### src/rtl/nestn_cnt_pkg.sv
// Shared types and field-slice helpers for the nested tile address generator.
package nestn_cnt_pkg;

  localparam int unsigned NEST_MAX = 8;

  typedef enum logic [1:0] {
    StIdle,
    StRun,
    StDone
  } state_e;

  // LSB of level lvl inside the packed bound vector.
  function automatic int unsigned bound_lsb(input int unsigned lvl, input int unsigned cw);
    return lvl * cw;
  endfunction

  // LSB of level lvl inside the packed stride vector.
  function automatic int unsigned stride_lsb(input int unsigned lvl, input int unsigned aw);
    return lvl * aw;
  endfunction

endpackage

### src/rtl/nestn_level_cnt.sv
// One nesting level: trip counter plus running address offset, stepped by the carry chain.
module nestn_level_cnt
  import nestn_cnt_pkg::*;
#(
  parameter int unsigned CW = 16,
  parameter int unsigned AW = 32
) (
  input  logic          clk,
  input  logic          rst_n,
  input  logic          load,
  input  logic          step,
  input  logic          carry_in,
  input  logic [CW-1:0] bound,
  input  logic [AW-1:0] stride,
  output logic [CW-1:0] cnt,
  output logic [AW-1:0] off,
  output logic          wrap
);

  logic [CW-1:0] bound_q;
  logic [AW-1:0] stride_q;
  logic [CW-1:0] cnt_q;
  logic [AW-1:0] off_q;
  logic          at_max;

  // Compare against bound-1 so a full-scale bound never overflows the counter.
  assign at_max = (cnt_q == (bound_q - CW'(1)));
  assign wrap   = carry_in && at_max;
  assign cnt    = cnt_q;
  assign off    = off_q;

  always_ff @(posedge clk or negedge rst_n) begin
    if (!rst_n) begin
      bound_q  <= '0;
      stride_q <= '0;
      cnt_q    <= '0;
      off_q    <= '0;
    end else if (load) begin
      bound_q  <= bound;
      stride_q <= stride;
      cnt_q    <= '0;
      off_q    <= '0;
    end else if (step && carry_in) begin
      if (at_max) begin
        cnt_q <= '0;
        off_q <= '0;
      end else begin
        cnt_q <= cnt_q + CW'(1);
        off_q <= off_q + stride_q;
      end
    end
  end

endmodule

### src/rtl/nestn_tile_addr_gen.sv
// Nested tile counter emitting (cnt tuple, linear address) beats under valid/ready.
// Optional NESTN_STALL_CNT_EN adds a saturating stall_cnt output.
module nestn_tile_addr_gen
  import nestn_cnt_pkg::*;
#(
  parameter int unsigned NEST = 4,
  parameter int unsigned CW   = 16,
  parameter int unsigned AW   = 32
) (
  input  logic               clk,
  input  logic               rst_n,
  input  logic               start,
  input  logic               clean,
  input  logic [NEST*CW-1:0] bound,
  input  logic [NEST*AW-1:0] stride,
  input  logic [AW-1:0]      base,
`ifdef NESTN_STALL_CNT_EN
  output logic [31:0]        stall_cnt,
`endif
  output logic [NEST*CW-1:0] cnt,
  output logic [AW-1:0]      addr,
  output logic               valid,
  input  logic               ready,
  output logic               last,
  output logic               busy,
  output logic               done
);

  state_e        state_q;
  logic          valid_q;
  logic          done_q;
  logic          busy_q;
  logic [AW-1:0] base_q;

  logic [CW-1:0] bound_f [NEST];
  logic [CW-1:0] cnt_w   [NEST];
  logic [AW-1:0] off_w   [NEST];
  logic [NEST:0] carry;

  logic          any_zero;
  logic          start_ok;
  logic          load;
  logic          xfer;
  logic          step;
  logic [AW-1:0] addr_sum;

  assign start_ok = (state_q == StIdle) && start && !clean;
  assign load     = start_ok && !any_zero;
  assign xfer     = valid_q && ready;
  assign step     = xfer && !clean;
  assign carry[0] = 1'b1;

  always_comb begin
    any_zero = 1'b0;
    for (int unsigned i = 0; i < NEST; i++) begin
      if (bound_f[i] == '0) any_zero = 1'b1;
    end
  end

  for (genvar i = 0; i < NEST; i++) begin : g_level
    localparam int unsigned BoundLsb  = bound_lsb(i, CW);
    localparam int unsigned StrideLsb = stride_lsb(i, AW);

    assign bound_f[i]            = bound[BoundLsb +: CW];
    assign cnt[BoundLsb +: CW]   = cnt_w[i];

    nestn_level_cnt #(
      .CW(CW),
      .AW(AW)
    ) u_level (
      .clk     (clk),
      .rst_n   (rst_n),
      .load    (load),
      .step    (step),
      .carry_in(carry[i]),
      .bound   (bound_f[i]),
      .stride  (stride[StrideLsb +: AW]),
      .cnt     (cnt_w[i]),
      .off     (off_w[i]),
      .wrap    (carry[i+1])
    );
  end

  // The carry out of the top level is high exactly when every level sits at its maximum.
  assign last = valid_q && carry[NEST];

  always_comb begin
    addr_sum = base_q;
    for (int unsigned i = 0; i < NEST; i++) begin
      addr_sum = addr_sum + off_w[i];
    end
  end

  assign addr  = addr_sum;
  assign valid = valid_q;
  assign busy  = busy_q;
  assign done  = done_q;

  always_ff @(posedge clk or negedge rst_n) begin
    if (!rst_n) begin
      state_q <= StIdle;
      valid_q <= 1'b0;
      done_q  <= 1'b0;
      busy_q  <= 1'b0;
      base_q  <= '0;
    end else begin
      done_q <= 1'b0;
      if (clean) begin
        state_q <= StIdle;
        valid_q <= 1'b0;
        busy_q  <= 1'b0;
      end else begin
        unique case (state_q)
          StIdle: begin
            if (start) begin
              busy_q <= 1'b1;
              if (any_zero) begin
                state_q <= StDone;
                done_q  <= 1'b1;
              end else begin
                state_q <= StRun;
                valid_q <= 1'b1;
                base_q  <= base;
              end
            end
          end
          StRun: begin
            if (xfer && last) begin
              state_q <= StDone;
              valid_q <= 1'b0;
              done_q  <= 1'b1;
            end
          end
          StDone: begin
            state_q <= StIdle;
            busy_q  <= 1'b0;
          end
          default: state_q <= StIdle;
        endcase
      end
    end
  end

`ifdef NESTN_STALL_CNT_EN
  logic [31:0] stall_q;

  always_ff @(posedge clk or negedge rst_n) begin
    if (!rst_n) begin
      stall_q <= '0;
    end else if (start_ok) begin
      stall_q <= '0;
    end else if (valid_q && !ready && (stall_q != '1)) begin
      stall_q <= stall_q + 32'd1;
    end
  end

  assign stall_cnt = stall_q;
`endif

endmodule

### config.mk
export PLATFORM = sky130hd
export DESIGN_NAME = nestn_tile_addr_gen
export DESIGN_NICKNAME = d
export VERILOG_FILES = /design/src/rtl/nestn_cnt_pkg.sv /design/src/rtl/nestn_level_cnt.sv /design/src/rtl/nestn_tile_addr_gen.sv
export SDC_FILE = /design/constraint.sdc
export NUM_CORES = 1
export LEC_CHECK = 0
export ABC_AREA = 1
export CAP_MARGIN = 20
export CORE_UTILIZATION = 55
export CTS_BUF_LIST = sky130_fd_sc_hd__clkbuf_8 sky130_fd_sc_hd__clkbuf_16
export CTS_CLUSTER_DIAMETER = 30
export DETAILED_ROUTE_END_ITERATION = 6
export PLACE_DENSITY_LB_ADDON = 0.1
export SLEW_MARGIN = 20
export SYNTH_ARGS = -nofsm -noshare
export SYNTH_HDL_FRONTEND = slang
export SYNTH_SLANG_ARGS = --single-unit
### constraint.sdc
create_clock -name clk -period 5 [get_ports clk]
set_input_delay 0.5 -clock clk [delete_from_list [all_inputs] [get_ports clk]]
set_output_delay 0.5 -clock clk [all_outputs]
set_load 0.05 [all_outputs]
; ---- Word-level counts from Yosys, hierarchy flattened
; Index checks and enable logic that the tools add are counted.
[word_totals]
regBits = 421
latchBits = 0
ram_bits = 0
mem_bits_ro = 0
word_cells = 124
mem_count = 0
[op_classes]
addsub = 16
n_mul = 0
div = 0
order_cmp = 0
eq_ne = 9
n_shift = 0
mux = 46
bitwise_logic = 2
reduce_logical = 30
[op_table]
columns = op, count
row1 = 2-to-1 mux 32 bit, 12
row2 = adder 32 bit, 8
row3 = 2-to-1 mux 16 bit, 12
row4 = "adder 16 x 1 -> 16 bit, second input constant", 4
row5 = equality test 16 bit, 4
row6 = logical NOT 16 bit, 4
row7 = "subtractor 16 x 1 -> 16 bit, second input constant", 4
row8 = 2-to-1 mux 1 bit, 14
row9 = logical AND 1 bit, 13
row10 = "inequality test 3 bit, second input constant", 3
row11 = 2-to-1 mux 2 bit, 4
row12 = AND reduction 4 bit, 2
row13 = nonzero test 2 bit, 4
row14 = case mux 1 bit (2 select lines), 3
row15 = nonzero test 3 bit, 2
row16 = case mux 2 bit (2 select lines), 1
row17 = AND reduction 2 bit, 2
row18 = "equality test 2 x 1 -> 1 bit, second input constant", 1
row19 = "equality test 2 bit, second input constant", 1
row20 = logical NOT 1 bit, 2
row21 = logical NOT 2 bit, 1
row22 = NOT 1 bit, 2

; ---- Logic depth before layout (Yosys ltp)
; Gate-level depths: netlist (run 1).
[logic_depth]
ltp_word = 10
mapped_depth = 23
ltp_nobuf = 23

; ---- Modules after synthesis
; Synthesis (run 1) repeated with hierarchy kept, for this count alone.
[unflattened]
hier_cells = 4690
area_unflattened_um2 = 32984.1
[by_module_without_submodules]
columns = mod, instances, cells_per_inst, area_each_um2, seq_area_each_um2
row1 = nestn_level_cnt at g_level[0].u_level, 1, 924, 6646.4, 2402.3
row2 = nestn_tile_addr_gen, 1, 983, 6630.1, 925.9
row3 = nestn_level_cnt at g_level[3].u_level, 1, 932, 6592.6, 2402.3
row4 = nestn_level_cnt at g_level[2].u_level, 1, 931, 6567.5, 2402.3
row5 = nestn_level_cnt at g_level[1].u_level, 1, 920, 6547.5, 2402.3

; ---- Worst setup path after synthesis (run 1)
; Ideal clock, no wire load.
[synth_timing]
kind = register -> output
from = register g_level[0].u_level.off_q[1]
to = output port addr[25]
arrival_time_ps = 4223
t_required_ps = 4500
setup_slack_ps = 277
stages_incl_launch_ff = 20
cell_sequence = dfrtp_1 -> inv_1 -> fa_1 -> fa_1 -> fa_1 -> inv_1 -> ha_1 -> fa_1 -> nand3_1 -> nand2_1 -> nand3_1 -> nand2_1 -> nand3_1 -> nand3_1 -> nand2_1 -> nand2_1 -> a21o_1 -> nand2_1 -> o21ai_0 -> xor2_1
[synth_between]
elab_chain_cells = 4
[synth_rtl]
columns = element, line_no
row1 = from (decl), nestn_level_cnt.sv:23  ; logic [AW-1:0] off_q;
row2 = from (signal assigned), nestn_level_cnt.sv:49  ; off_q <= off_q + stride_q;
row3 = adder 32 bit (4 in series), nestn_tile_addr_gen.sv:90  ; addr_sum = addr_sum + off_w[i];
row4 = to (decl), nestn_tile_addr_gen.sv:21  ; output logic [AW-1:0] addr,
; Every way passes these cells.

; ---- Worst setup path in the final report (run 1)
[layout_timing]
from = register g_level[0].u_level.off_q[4]
to = output port addr[25]
; Same word-level chain as after synthesis.

==> flow_summary_export.csv, run 1 <==
group,metric,value,unit
timing,final_min_period_over_clock_period,102.4,%
detailed_routing,post_dr_vias_cell,5.554,
power,leakage_power,19.48,nW
layout,post_layout_nonfiller_instances,5244,
yosys,synthCells,4054,
detailed_routing,average_detailed_routed_wire_length_per_instance,18.63,µm
timing,fin_skew,25.39,ps
grt,grt_antenna_before_repair,3,
yosys,post_synth_instance_area,0.03010,mm²
yosys,post-synth-top-count-cell,"sky130_fd_sc_hd__nand2_1",
setup_path,worst_setup_path_start_kind,"flip-flop",
yosys,syn-num-nets,4543,
setup_path,worstSetupPathType,"reg -> out",
floorplanning,fp.dieW,235.9,µm
setup_path,worst_path_max_delay_cell,"sky130_fd_sc_hd__fa_1",
yosys,synthTopCellsByCount,"sky130_fd_sc_hd__nand2_1, sky130_fd_sc_hd__inv_1, sky130_fd_sc_hd__dfrtp_1",
floorplanning,dieArea,0.05566,mm²
timing,timing_worst_slew_pin_value,1009,ps
power,largest_vdd_supply_drop,2.704,mV
run_status,status,"finished with violations",
floorplanning,floorplan.initialDensity,55.81,%
grt,global_route.usage.total,34.98,%
grt,gr-total-overflow,0,
placed_design,placedCellCount,5003,
clocking,cts_inserted_buffers,105,
layout,fillers,4241,
clocking,worstSkewPairLatency,670,ps
detailed_routing,drc,0,
layout,fin_nets,4945,
floorplanning,io_pins,329,
yosys,synth_sequential_area_ratio,35.01,%
detailed_routing,routed-via-count,29120,
detailed_routing,drtAntennaViolNets,0,
clocking,h-tree-depth,3,
timing,hold_viol_final,0,
clocking,tritoncts,"yes",
placed_design,port_buffers,328,
yosys,netlist.area_leader.share,35.01,%
yosys,avgSynthCellArea,7.424,µm²
grt,first_global_vias,28340,
timing,max-slew-margin-rel,32.73,%
setup_path,crit_path_cell_trace,"inv_1, fa_1, inv_1, fa_1, fa_1, ha_1, a21oi_1, nand2_2, nand3_2, nand2_4, nand3_4, nand3_4, nand2_2, nand2_2, a21o_1, nand2_2, o21ai_4, xor2_2, clkbuf_16",
grt,grt_pass1_wl,152.8,mm
power,cellPowerDensity,862.2,mW/mm²
layout,synthesis_to_layout_area_growth,30.97,%
floorplanning,core,0.05392,mm²
timing,rsz_0062_raised_after_global_routing,"yes",
detailed_routing,first_iter_violations,2138,
setup_path,critical_path_peak_fanout,4,
floorplanning,chipHeight,235.9,µm
layout,drive_above_1_share,9.809,%
setup_path,timing.critical_path.arrival,4620,ps
grt,grt_start_max_net_pins,188,
min_path,worst_hold_check_path_type,"in -> async",
floorplanning,row_count,85,
yosys,yosys-top-cells-area,"sky130_fd_sc_hd__dfrtp_1, sky130_fd_sc_hd__nand2_1, sky130_fd_sc_hd__ha_1",
placed_design,pre_cts_ws,171.1,ps
clocking,cts.sinks,421,
timing,final_setup_violation_count,9,
timing,max_freq,195.2,MHz
yosys,synth_async_sr_flop_share,100.0,%
timing,report.final.slew_viol_count,0,
setup_path,timing.critical_path.mode_cell,"sky130_fd_sc_hd__nand2_2",
job,maxCapViolations,0,
setup_path,timing.critical_path.slowest_cell_delay,530,ps
power,report.power.total,33.98,mW
yosys,synth_flop_cell,"sky130_fd_sc_hd__dfrtp_1",
placed_design,placer_congestion,1.009,
timing,period_minus_slack,5122,ps
yosys,cell_type_with_the_largest_total_area_after_synthesis,"sky130_fd_sc_hd__dfrtp_1",
clocking,clk_root_buffer_cell,"sky130_fd_sc_hd__clkbuf_16",
placed_design,hpwlAfterDp,72.79,mm
run_status,violations,"setup timing",
clocking,worst_setup_hold_path_clk_slew,50,ps
yosys,ys_ff_latch,421,
setup_path,worst_setup_path_end_kind,"output port",
detailed_routing,drtPass1Iterations,6,
yosys,synth.lib_cells_used.distinct,51,
layout,utilization,73.10,%
detailed_routing,detail_route.wirelength,97.68,mm
yosys,synth-edff-count,0,
clocking,max-clock-path-buffers,3,
setup_path,required,4500,ps
yosys,synthesis.yosys.warnings,0,
timing,fin_ws,-122.3,ps
metal layers:
layer	part of all wire [%]	global-route usage, %	wire length [µm]
met1	41	45.60	40440
met2	47	56.84	45440
met4	5.3	16.82	5146
met3	6.8	5.711	6633
met5	0.027	0	26
worst paths after layout:
path | startpoint | to | slack, ps | depth (start not counted)
setup / recovery | g_level[0].u_level.off[4] | addr[25] | -120 | 19
hold reg to reg | g_level[2].u_level.stride_q[22] | g_level[2].u_level.stride_q[22] | 490 | 2
min in group clk | stride[44] | g_level[1].u_level.stride_q[12] | 370 | 3
hold / removal | rst_n | g_level[2].u_level.bound_q[1] | 330 | 2
max in group asynchronous | rst_n | g_level[0].u_level.off[23] | 3420 | 3
setup reg to reg | g_level[2].u_level.bound_q[0] | g_level[3].u_level.off[31] | 1170 | 15
critical path, delay by kind of cell (launching register included):
family,cells,cell delay [ps]
AOI/OAI and AO/OA,3,480
DFF,1,340
buffers and inverters,3,340
adders and majority gates,4,1840
xor gates and xnor gates,1,250
and+or+nand+nor,8,700
per-stage QoR:
stage                     hold WS, ps  cell area, µm²  setup TNS [ps]
after floorplan                 204.4           30100               0
after global placement          414.8           34280               0
after detailed placement        416.5           34280               0
after CTS                       317.6           38830          -503.6
after global routing            339.2           39410           -2436
final                           327.2           39420          -610.0
cells in the final DEF, fill, tap and decap left out, drive strengths merged, types with 10 or more instances in the layout:
cell,count
dfrtp,421
o31ai,11
nand3b,21
o221ai,10
a31oi,16
clkdlybuf4s50,298
a21oi,214
xor2,110
inv,507
bufinv,26
a21o,29
nand4,64
ha,164
clkinv,31
buf,89
o22ai,42
nand2,1251
nand3,159
nor4,21
o21a,14
a22o,17
o21ai,276
clkinvlp,12
nor2,340
xnor2,78
clkbuf,119
or2,16
fa,96
nor3,41
sequential cells by signal, indices dropped and copies added (netlist names):
name                      flops
g_level.u_level.stride_q    128
state_q                       2
g_level.u_level.bound_q      64
base_q                       32
g_level.u_level.cnt          64
busy                          1
done                          1
g_level.u_level.off         128
valid                         1
logic make-up after synthesis:
kind of cell,after synthesis,synth area share [%]
compound gates,665,12.44
xor+xnor,188,5.471
fa+ha+maj,260,13.20
buf+inv,595,7.662
flops,421,35.01
simple gates,1925,26.22
report_power, final:
group / switching, mW / internal, mW
Combinational: 12.8 / 8.42
Sequential: 0.906 / 4.19
Clock: 2.27 / 5.35
Total: 16.0 / 18.0
layout make-up:
cell class,count,area (µm²),area share [%]
diodes,1,2.502,0.006349
multi-input cells,3038,18070,45.85
repair buffers,395,4076,10.34
inverters,495,1868,4.739
flip-flops and latches,421,10540,26.73
clock buffers,117,2793,7.085
well taps,696,870.8,2.209
clock inverters,81,1195,3.032
what timing repair did:
action                                  in CTS  in global routing
buffers inserted                            14                 30
endpoints found under the hold margin       36                  0
resized for setup                           79                 94
pin swaps                                   23                 31
hold buffers                                 1                  0
endpoints found under the setup margin      23                 21
(Power assumes the default switching activity.)
==> run 2, diff against run 1 <==
--- a/config.mk
+++ b/config.mk
@@ -7,7 +7,7 @@
 export LEC_CHECK = 0
 export ABC_AREA = 1
 export CAP_MARGIN = 20
-export CORE_UTILIZATION = 55
+export CORE_UTILIZATION = 51
 export CTS_BUF_LIST = sky130_fd_sc_hd__clkbuf_8 sky130_fd_sc_hd__clkbuf_16
 export CTS_CLUSTER_DIAMETER = 30
 export DETAILED_ROUTE_END_ITERATION = 6
==> run 2 against run 1 <==
Against the previous run: the run still ends with setup timing left; utilization decreased by 5.3 points; sequential power barely moved; total power shrank 1.3%; die area rose by 7.8%; clock-buffer cell count rose by 23; global-route usage down 2.0 points; clock skew increased by 25 ps; critical path type unchanged; highest routed layer unchanged.
==> flow_summary_export.csv, run 2 (same netlist as run 1, synthesis figures left out) <==
group,metric,value,unit
floorplanning,chipHeight,244.9,µm
grt,first_global_vias,28020,
setup_path,crit_path_cell_trace,"inv_2, fa_2, inv_2, fa_2, fa_1, ha_4, nand2_1, inv_2, nand3_2, nand2_2, nand2_1, o211ai_1, nand2_1, nand2_2, nand2_2, nand2_2, nand2_2, nand2_2, nand2_1, nand2_2, xor2_2, buf_12",
timing,timing_worst_slew_pin_value,1039,ps
layout,synthesis_to_layout_area_growth,30.79,%
run_status,violations,"setup timing",
power,power.switching_fraction,47.22,%
power,power_frac_seq,15.2,%
clocking,tritoncts,"yes",
detailed_routing,drtPass1Iterations,5,
detailed_routing,detail_route.wirelength,99.69,mm
power,largest_vdd_supply_drop,2.093,mV
detailed_routing,route.layer.met1.wl,43.44,mm
timing,period_minus_slack,5100,ps
floorplanning,io_pins,329,
detailed_routing,first_iter_violations,1902,
grt,gr-total-overflow,0,
power,power.net_switching,15.83,mW
detailed_routing,average_detailed_routed_wire_length_per_instance,18.77,µm
power,leakage_power,19.47,nW
timing,fin_worst_hold_slack,364.4,ps
clocking,max-clock-path-buffers,3,
layout,multi_input_area,0.01806,mm²
setup_path,timing.critical_path.arrival,4600,ps
detailed_routing,met2_wire_length,46.75,mm
setup_path,cp_num_buf_inv,4,
placed_design,hpwlAfterDp,75.83,mm
run_status,status,"finished with violations",
detailed_routing,drc,0,
setup_path,worst_setup_path_start_kind,"flip-flop",
floorplanning,fp.dieW,244.9,µm
grt,grt_start_max_net_pins,165,
setup_path,worst_setup_path_end_kind,"output port",
floorplanning,core,0.05803,mm²
placed_design,port_buffers,328,
detailed_routing,drtAntennaViolNets,0,
timing,max_freq,196.1,MHz
layout,fillers,4920,
floorplanning,row_count,88,
floorplanning,floorplan.initialDensity,51.87,%
placed_design,placed_area,0.03435,mm²
power,clock_power_share,22.1,%
setup_path,cpLargestDelayFamily,"adder cells",
layout,leading_cell_types_in_the_layout_fill_and_taps_excluded,"sky130_fd_sc_hd__nand2_1, sky130_fd_sc_hd__inv_1, sky130_fd_sc_hd__dfrtp_1",
timing,final_setup_violation_count,11,
clocking,cts_inserted_buffers,111,
placed_design,placer_congestion,0.9826,
clocking,clk_root_buffer_cell,"sky130_fd_sc_hd__clkbuf_16",
timing,final_min_period_over_clock_period,102.0,%
setup_path,worstSetupPathType,"reg -> out",
floorplanning,dieArea,0.05999,mm²
timing,hold_viol_final,0,
job,maxCapViolations,0,
detailed_routing,highest_layer,"met5",
power,cellPowerDensity,851.7,mW/mm²
timing,fin_ws,-100.4,ps
timing,max-slew-margin-rel,30.71,%
clocking,cts.sinks,421,
layout,sequential_cell_area,0.01054,mm²
timing,rsz_0062_raised_after_global_routing,"yes",
layout,fin_area,0.03936,mm²
power,report.power.total,33.53,mW
grt,grt_pass1_wl,153.7,mm
timing,report.final.slew_viol_count,0,
grt,grt_antenna_before_repair,5,
power,design_internal_power,17.70,mW
power,combinational_group_share_of_total_power,62.7,%
clocking,h-tree-depth,3,
clocking,worst_setup_hold_path_clk_slew,50,ps
setup_path,required,4500,ps
timing,fin_skew,50.71,ps
layout,drive_above_1_share,9.725,%
layout,layout_commonest_cell,"sky130_fd_sc_hd__nand2_1",
setup_path,timing.critical_path.slowest_cell_delay,610,ps
grt,global_route.usage.total,33.02,%
detailed_routing,wl_met3,5.909,mm
clocking,worstSkewPairLatency,670,ps
detailed_routing,post_dr_vias_cell,5.398,
setup_path,timing.critical_path.mode_cell,"sky130_fd_sc_hd__nand2_2",
layout,fin_nets,4939,
setup_path,worst_path_max_delay_cell,"sky130_fd_sc_hd__fa_2",
setup_path,critical_path_peak_fanout,4,
detailed_routing,routed-via-count,28680,
min_path,worst_hold_check_path_type,"in -> reg",
## run 2: stage by stage
step                utilization (%)  cells  TNS, ps  setup slack [ps]
finish                        67.84   5312   -679.8            -100.4
global route                  67.83   5310    -2778            -267.0
CTS                           66.99   5291    -1030            -168.3
detailed placement            59.20   5072        0             143.3
global placement              59.20   5072        0             183.7
floorplan                         -   4054        0             277.4
## run 2: area by class of cell
| type | count | area share, % |
|---|---|---|
| timing repair buffer | 383 | 10.07 |
| tap | 765 | 2.432 |
| antenna | 2 | 0.01271 |
| clock inverter | 68 | 1.996 |
| multi-input combinational | 3038 | 45.87 |
| clock buffer | 140 | 8.099 |
| sequential | 421 | 26.77 |
| inverter | 495 | 4.746 |
## run 2: layer usage
metal | global-route usage (%) | vias to the layer above
met5 | 0 | -
met1 | 44.06 | 13600
li1 | - | 13960
met3 | 5.729 | 201
met4 | 11.21 | 8
met2 | 54.17 | 901
## run 2: worst paths after layout
kind,startpoint,end,slack [ps],cells past startpoint
max,g_level[1].u_level.off[4],addr[26],-100,22
min in group asynchronous,rst_n,g_level[2].u_level.cnt[2],370,2
min,stride[82],g_level[2].u_level.stride_q[18],360,3
max in group asynchronous,rst_n,g_level[1].u_level.stride_q[24],3350,3
min reg2reg,g_level[2].u_level.stride_q[22],g_level[2].u_level.stride_q[22],490,2
max reg2reg,g_level[2].u_level.bound_q[0],g_level[2].u_level.cnt[4],750,15
## run 2: power by group through the flow
stage          clock network (mW)  registers [mW]  logic (mW)
6_report                     7.42            5.09        21.0
5_1_grt                      7.67            5.18        22.3
4_1_cts                      7.49            5.07        19.7
3_5_place_dp                    0            5.11        18.2
3_3_place_gp                    0            5.10        18.2
2_1_floorplan                   0            4.97        11.1
## run 2: repair_timing
item / CTS / global route
hold buffers: 1 / 0
endpoints found under the hold margin: 51 / 0
setup buffers: 10 / 20
pin swaps: 27 / 42
resized for setup: 90 / 85
endpoints found under the setup margin: 24 / 23
## run 2: tightest hold or removal path: stages
cell                              delay [ps]
sky130_fd_sc_hd__clkdlybuf4s50_1         390
sky130_fd_sc_hd__nand2_1                  60
sky130_fd_sc_hd__nand2_1                  40
